## src/rtl/ifetch_ctrl.sv

```systemverilog
// Instruction fetch sequencer: owns the fetch PC, issues reads to the synchronous
// instruction memory, and hands words to decode through an output register plus skid buffer.
module ifetch_ctrl #(
    parameter logic [31:0] RESET_PC   = 32'h0000_0000,
    parameter int unsigned IMEM_DEPTH = 40
) (
    input  logic        clk,
    input  logic        rst_n,
    input  logic        redirect_valid,
    input  logic [31:0] redirect_pc,
    output logic [31:0] imem_addr,
    input  logic [31:0] imem_rdata,
    output logic        if_valid,
    input  logic        id_ready,
    output logic [31:0] if_instr,
    output logic [31:0] if_pc,
    output logic        fetch_fault
);

    typedef enum logic [1:0] {StRun, StHold, StFault} state_e;

    state_e      state_q, state_d;
    logic [31:0] fetch_pc_q, fetch_pc_d;
    logic        inflight_q, inflight_d;
    logic [31:0] inflight_pc_q, inflight_pc_d;
    logic        out_valid_q, out_valid_d;
    logic [31:0] out_instr_q, out_instr_d;
    logic [31:0] out_pc_q, out_pc_d;
    logic        skid_valid_q, skid_valid_d;
    logic [31:0] skid_instr_q, skid_instr_d;
    logic [31:0] skid_pc_q, skid_pc_d;
    logic        transfer;
    logic        issue;

    function automatic logic pc_bad(input logic [31:0] pc);
        return ({2'b00, pc[31:2]} >= IMEM_DEPTH) || (pc[1:0] != 2'b00);
    endfunction

    always_comb begin
        state_d       = state_q;
        fetch_pc_d    = fetch_pc_q;
        inflight_d    = 1'b0;
        inflight_pc_d = inflight_pc_q;
        out_valid_d   = out_valid_q;
        out_instr_d   = out_instr_q;
        out_pc_d      = out_pc_q;
        skid_valid_d  = skid_valid_q;
        skid_instr_d  = skid_instr_q;
        skid_pc_d     = skid_pc_q;
        transfer      = out_valid_q & id_ready;
        issue         = 1'b0;

        if (redirect_valid) begin
            // Everything queued or arriving belongs to the wrong path.
            out_valid_d  = 1'b0;
            skid_valid_d = 1'b0;
            fetch_pc_d   = redirect_pc;
            state_d      = pc_bad(redirect_pc) ? StFault : StRun;
        end else begin
            if (!out_valid_q || transfer) begin
                if (skid_valid_q) begin
                    out_valid_d  = 1'b1;
                    out_instr_d  = skid_instr_q;
                    out_pc_d     = skid_pc_q;
                    skid_valid_d = inflight_q;
                    if (inflight_q) begin
                        skid_instr_d = imem_rdata;
                        skid_pc_d    = inflight_pc_q;
                    end
                end else begin
                    out_valid_d = inflight_q;
                    if (inflight_q) begin
                        out_instr_d = imem_rdata;
                        out_pc_d    = inflight_pc_q;
                    end
                end
            end else if (inflight_q) begin
                skid_valid_d = 1'b1;
                skid_instr_d = imem_rdata;
                skid_pc_d    = inflight_pc_q;
            end

            // Issue only if the word can land without overflowing the skid buffer.
            issue = (state_q != StFault) && !skid_valid_d;
            if (issue) begin
                inflight_d    = 1'b1;
                inflight_pc_d = fetch_pc_q;
                fetch_pc_d    = fetch_pc_q + 32'd4;
            end

            if (pc_bad(fetch_pc_d)) begin
                state_d = StFault;
            end else if (skid_valid_d) begin
                state_d = StHold;
            end else begin
                state_d = StRun;
            end
        end
    end

    always_ff @(posedge clk) begin
        if (!rst_n) begin
            state_q       <= StRun;
            fetch_pc_q    <= RESET_PC;
            inflight_q    <= 1'b0;
            inflight_pc_q <= '0;
            out_valid_q   <= 1'b0;
            out_instr_q   <= '0;
            out_pc_q      <= '0;
            skid_valid_q  <= 1'b0;
            skid_instr_q  <= '0;
            skid_pc_q     <= '0;
        end else begin
            state_q       <= state_d;
            fetch_pc_q    <= fetch_pc_d;
            inflight_q    <= inflight_d;
            inflight_pc_q <= inflight_pc_d;
            out_valid_q   <= out_valid_d;
            out_instr_q   <= out_instr_d;
            out_pc_q      <= out_pc_d;
            skid_valid_q  <= skid_valid_d;
            skid_instr_q  <= skid_instr_d;
            skid_pc_q     <= skid_pc_d;
        end
    end

    assign imem_addr   = (state_q == StFault) ? 32'd0 : {2'b00, fetch_pc_q[31:2]};
    assign if_valid    = out_valid_q;
    assign if_instr    = out_instr_q;
    assign if_pc       = out_pc_q;
    assign fetch_fault = (state_q == StFault);

endmodule
```

## config.mk

```make
export PLATFORM = sky130hd
export DESIGN_NAME = ifetch_ctrl
export DESIGN_NICKNAME = d
export VERILOG_FILES = /design/src/rtl/ifetch_ctrl.sv
export SDC_FILE = /design/constraint.sdc
export NUM_CORES = 1
export LEC_CHECK = 0
export BUFFER_PORTS_ARGS = -buffer_cell sky130_fd_sc_hd__buf_2
export CAP_MARGIN = 15
export CORE_ASPECT_RATIO = 1.1
export CORE_MARGIN = 1
export CORE_UTILIZATION = 44
export DETAILED_ROUTE_END_ITERATION = 8
export GPL_TIMING_DRIVEN = 0
export MAX_ROUTING_LAYER = met4
export PLACE_DENSITY = 0.65
export SLEW_MARGIN = 15
export SYNTH_ARGS = -nofsm -noshare
export SYNTH_HDL_FRONTEND = slang
export SYNTH_SLANG_ARGS = --single-unit
```

## constraint.sdc

```tcl
create_clock -name clk -period 3.6 [get_ports clk]
set_clock_uncertainty 0.1 [all_clocks]
set_input_delay 0.54 -clock clk [delete_from_list [all_inputs] [get_ports clk]]
set_output_delay 0.54 -clock clk [all_outputs]
set_load 0.1 [all_outputs]
```

==> impl_table.tex <==
\begin{tabular}{lr}
\hline
Metric & Value \\
\hline
\multicolumn{2}{l}{\textbf{Run status}} \\
\quad Result of the run & completed \\
\multicolumn{2}{l}{\textbf{Timing}} \\
\quad Smallest hold slack & $\sim$0.23 ns \\
\quad Final hold viol count & 0 \\
\quad Fin crit share & 0.8140 \\
\quad Unrepaired setup endpoints after global routing & false \\
\quad Max Clk Rate & about 0.34 GHz \\
\quad Worst-margin pin slew & $\sim$1.0 ns \\
\quad Total setup violations reported at the end of the flow & 0 \\
\quad Worst slew margin relative to its limit & 0.3019 \\
\quad Fin worst setup slack & 0.6695 ns \\
\quad Final slew viol count & 0 \\
\quad Accumulated negative setup slack & 0 ns \\
\quad Clock period minus worst slack & slightly below 3 ns \\
\multicolumn{2}{l}{\textbf{Place}} \\
\quad Post-DP Area & $\sim$10,000 um2 \\
\quad Port Buf Inserts & around 160 \\
\quad Final weighted congestion of routability-driven global placement & 0.8959 \\
\quad Pre-CTS setup slack & $\sim$0.75 ns \\
\quad Sum of net half-perimeters after detailed placement & between 15 and 20 mm \\
\multicolumn{2}{l}{\textbf{Die}} \\
\quad Standard cell core area & between 20,000 and 25,000 um2 \\
\quad Number of top-level design ports & around 170 \\
\quad Effective utilization at floorplan & 0.4483 \\
\quad Die area & roughly 21,000 um2 \\
\quad Std cell rows & 55 \\
\quad Die X & 139.8 um \\
\quad Die outline height & 153.6 um \\
\multicolumn{2}{l}{\textbf{Critical path}} \\
\quad Kind of capture point of the worst setup path & register \\
\quad Worst R2R Start & fetch\_pc\_q[2] \\
\quad Arrival time at the worst endpoint & between 3 and 4 ns \\
\quad CP Launch Type & register \\
\quad Startpoint-to-endpoint class of the critical path & register to register \\
\quad Reg-to-reg critical path endpoint & state\_q[1] \\
\quad Logic depth of the worst register-to-register path & 7 \\
\quad Required time of the critical path & around 3.8 ns \\
\quad Internal reg-to-reg setup slack & 0.67 ns \\
\quad Critical path fanouts, max & 8 \\
\multicolumn{2}{l}{\textbf{Min path}} \\
\quad Worst hold path class & input port to register \\
\quad Sink of the worst hold path & fetch\_pc\_q[18] \\
\quad Count of cells along the worst hold path & 2 \\
\quad Hold path startpoint & redirect\_pc[18] \\
\multicolumn{2}{l}{\textbf{Detailed routing}} \\
\quad Number of nets still failing antenna checks after routing & 0 \\
\quad Routed length per instance & $\sim$16 um \\
\quad Vias per std cell & between 5 and 6 \\
\quad Router iterations before antenna repair & 5 \\
\quad Number of violations reported at the end of detailed-routing iteration 0 & $\sim$510 \\
\quad Wire length after detailed routing & 24.73 mm \\
\quad Number of remaining DRC errors & 0 \\
\quad DR vias & roughly 7,900 \\
\multicolumn{2}{l}{\textbf{Cells and area}} \\
\quad Synthesis-to-finish area growth & 19.29\% \\
\quad Final design instance area without fill & around 11,000 um2 \\
\quad Filler cell count in the final layout & $\sim$2,000 \\
\quad Proportion of layout cells with a drive suffix above 1 & 0.1885 \\
\quad Total area of sequential cells & around 3900 um2 \\
\quad Post-route core utilization & 0.5347 \\
\quad Most common cell after layout, fill and taps aside & nand2\_1 \\
\quad Area taken by multi-input logic gates & approximately 4800 um2 \\
\quad Count of nets after finishing & approximately 1,300 \\
\quad Commonest cells after routing, fill and taps aside & nand2\_1 (301), dfxtp\_1 (197), buf\_2 (170), a21boi\_0 (98), o211a\_1 (76) \\
\multicolumn{2}{l}{\textbf{Power and ir drop}} \\
\quad Cell Pwr Density & between 400 and 500 nW/um2 \\
\quad Worst IR drop on VDD & $\sim$0.00034 V \\
\quad Standby leakage power & $\sim$5 nW \\
\multicolumn{2}{l}{\textbf{Global route}} \\
\quad Number of global-route vias before repair & $\sim$7,300 \\
\quad Antenna violations before repair & 1 \\
\quad Global-route usage over all layers & 0.2405 \\
\quad Maximum number of pins on one net before global-route repair & 21 \\
\quad Overflow after GRT & 0 \\
\quad Wire length of the first global-routing pass & between 30 and 40 mm \\
\multicolumn{2}{l}{\textbf{Logic synthesis}} \\
\quad Register area share after synthesis & 0.4290 \\
\quad Synth Flop Type & dfxtp\_1 \\
\quad Mean area per synthesized cell & 8.746 um2 \\
\quad Flop and latch count out of synthesis & 197 \\
\quad Number of enable-type register cells in the synthesized netlist & 0 \\
\quad Cell area after technology mapping & $\sim$9200 um2 \\
\quad Async set or reset register ratio after synthesis & 0 \\
\quad Gate Count Post-Synth & between 1,000 and 1,500 \\
\quad Yosys warning total & 0 \\
\quad Cell variety after synth & 50 \\
\multicolumn{2}{l}{\textbf{Clock network}} \\
\quad Total setup buffers inserted after CTS & 0 \\
\quad Clock-pin slew of the registers on the worst-case setup and hold paths & around 0.080 ns \\
\quad CTS Buffer Depth & 2 \\
\quad Cell chosen for the clock root & clkbuf\_16 \\
\quad Resized cells post-CTS & 0 \\
\quad Number of CTS-inserted buffers & 17 \\
\quad Number of H-tree levels & 4 \\
\quad Number of sinks driven by the clock tree & 197 \\
\quad Clock Latency Late Sink & about 0.44 ns \\
\quad CTS tree & built \\
\quad Count of hold buffers inserted by post-cts repair & 0 \\
\multicolumn{2}{l}{\textbf{Flow run}} \\
\quad Max cap viols & 0 \\
\hline
\end{tabular}
logic make-up (layout without fill, tap and decap cells):
group	after synthesis	count (layout)	share of synthesized area
and+or+nand+nor	436	436	0.2200
other	1	3	0.0004079
adders and majority gates	1	1	0.001361
buffers and inverters	98	293	0.05063
AOI/OAI and AO/OA	215	215	0.1914
xor gates and xnor gates	36	36	0.03430
DFF	197	197	0.4290
muxes	67	67	0.07295
cells in the mapped netlist (5+ instances only):
library cell,number,area share
buf_4,7,0.0057
clkbuf_1,64,0.026
buf_1,9,0.0037
nor4_1,11,0.0075
xor2_1,15,0.014
nand4_1,9,0.0061
nor3_1,16,0.0087
xnor2_1,21,0.020
a21boi_0,98,0.080
o211a_1,76,0.083
nand2_1,301,0.12
buf_2,7,0.0038
and3_1,6,0.0041
nor2_1,6,0.0024
nand3_1,13,0.0071
a31oi_1,5,0.0034
dfxtp_1,197,0.43
o21ai_0,21,0.011
and2_1,46,0.031
mux2i_1,67,0.073
worst max-delay path by stage:
stage                     slack (ns)          start           end  depth (start not counted)
after floorplan                 0.44     state_q[1]  imem_addr[8]                          4
after global placement          0.76  fetch_pc_q[2]    state_q[1]                          7
after detailed placement        0.75  fetch_pc_q[2]    state_q[1]                          7
after CTS                       0.72  fetch_pc_q[2]    state_q[1]                          7
after global routing            0.54  fetch_pc_q[2]    state_q[1]                          7
final                           0.67  fetch_pc_q[2]    state_q[1]                          7
final cells by class:
cell class / instances / area share
Clock inverter: 15 / 0.01871
Timing Repair Buffer: 163 / 0.07440
Buffer: 94 / 0.04108
Sequential cell: 197 / 0.3597
Tap cell: 256 / 0.02921
Antenna cell: 1 / 0.0002282
Inverter: 4 / 0.001369
Clock buffer: 17 / 0.03880
Multi-Input combinational cell: 757 / 0.4366
where the power goes:
part           switching (mW)  internal (mW)  total [mW]
clock                   0.947           1.07        2.02
sequential             0.0490           2.24        2.29
combinational           0.536          0.186       0.721
total                    1.53           3.49        5.02
metal layers:
metal,wire [um],share of wire,track usage
met4,590,0.024,0.09158
met5,0,0,-
met2,11510,0.47,0.3690
met1,11630,0.47,0.3194
met3,996,0.040,0.03550
critical path, stage by stage (launching register included):
cell,delay [ns]
dfxtp_1,0.55
ha_1,0.28
and3_1,0.32
nand2_2,0.16
nor4_1,0.55
a31oi_1,0.17
nor4_1,0.52
a31oi_1,0.14
stage by stage:
step	power (mW)	instances
floorplan	2.867	1052
global placement	3.051	1471
detailed placement	3.055	1471
CTS	5.050	1503
global route	5.189	1504
finish	5.024	1504
state kept, by name, indices dropped and copies added (netlist names):
name           cells
skid_instr_q      32
skid_pc_q         32
fetch_pc_q        32
inflight_pc_q     32
if_instr          32
inflight_q         1
if_pc             32
state_q            2
skid_valid_q       1
if_valid           1
(Power assumes the default switching activity.)
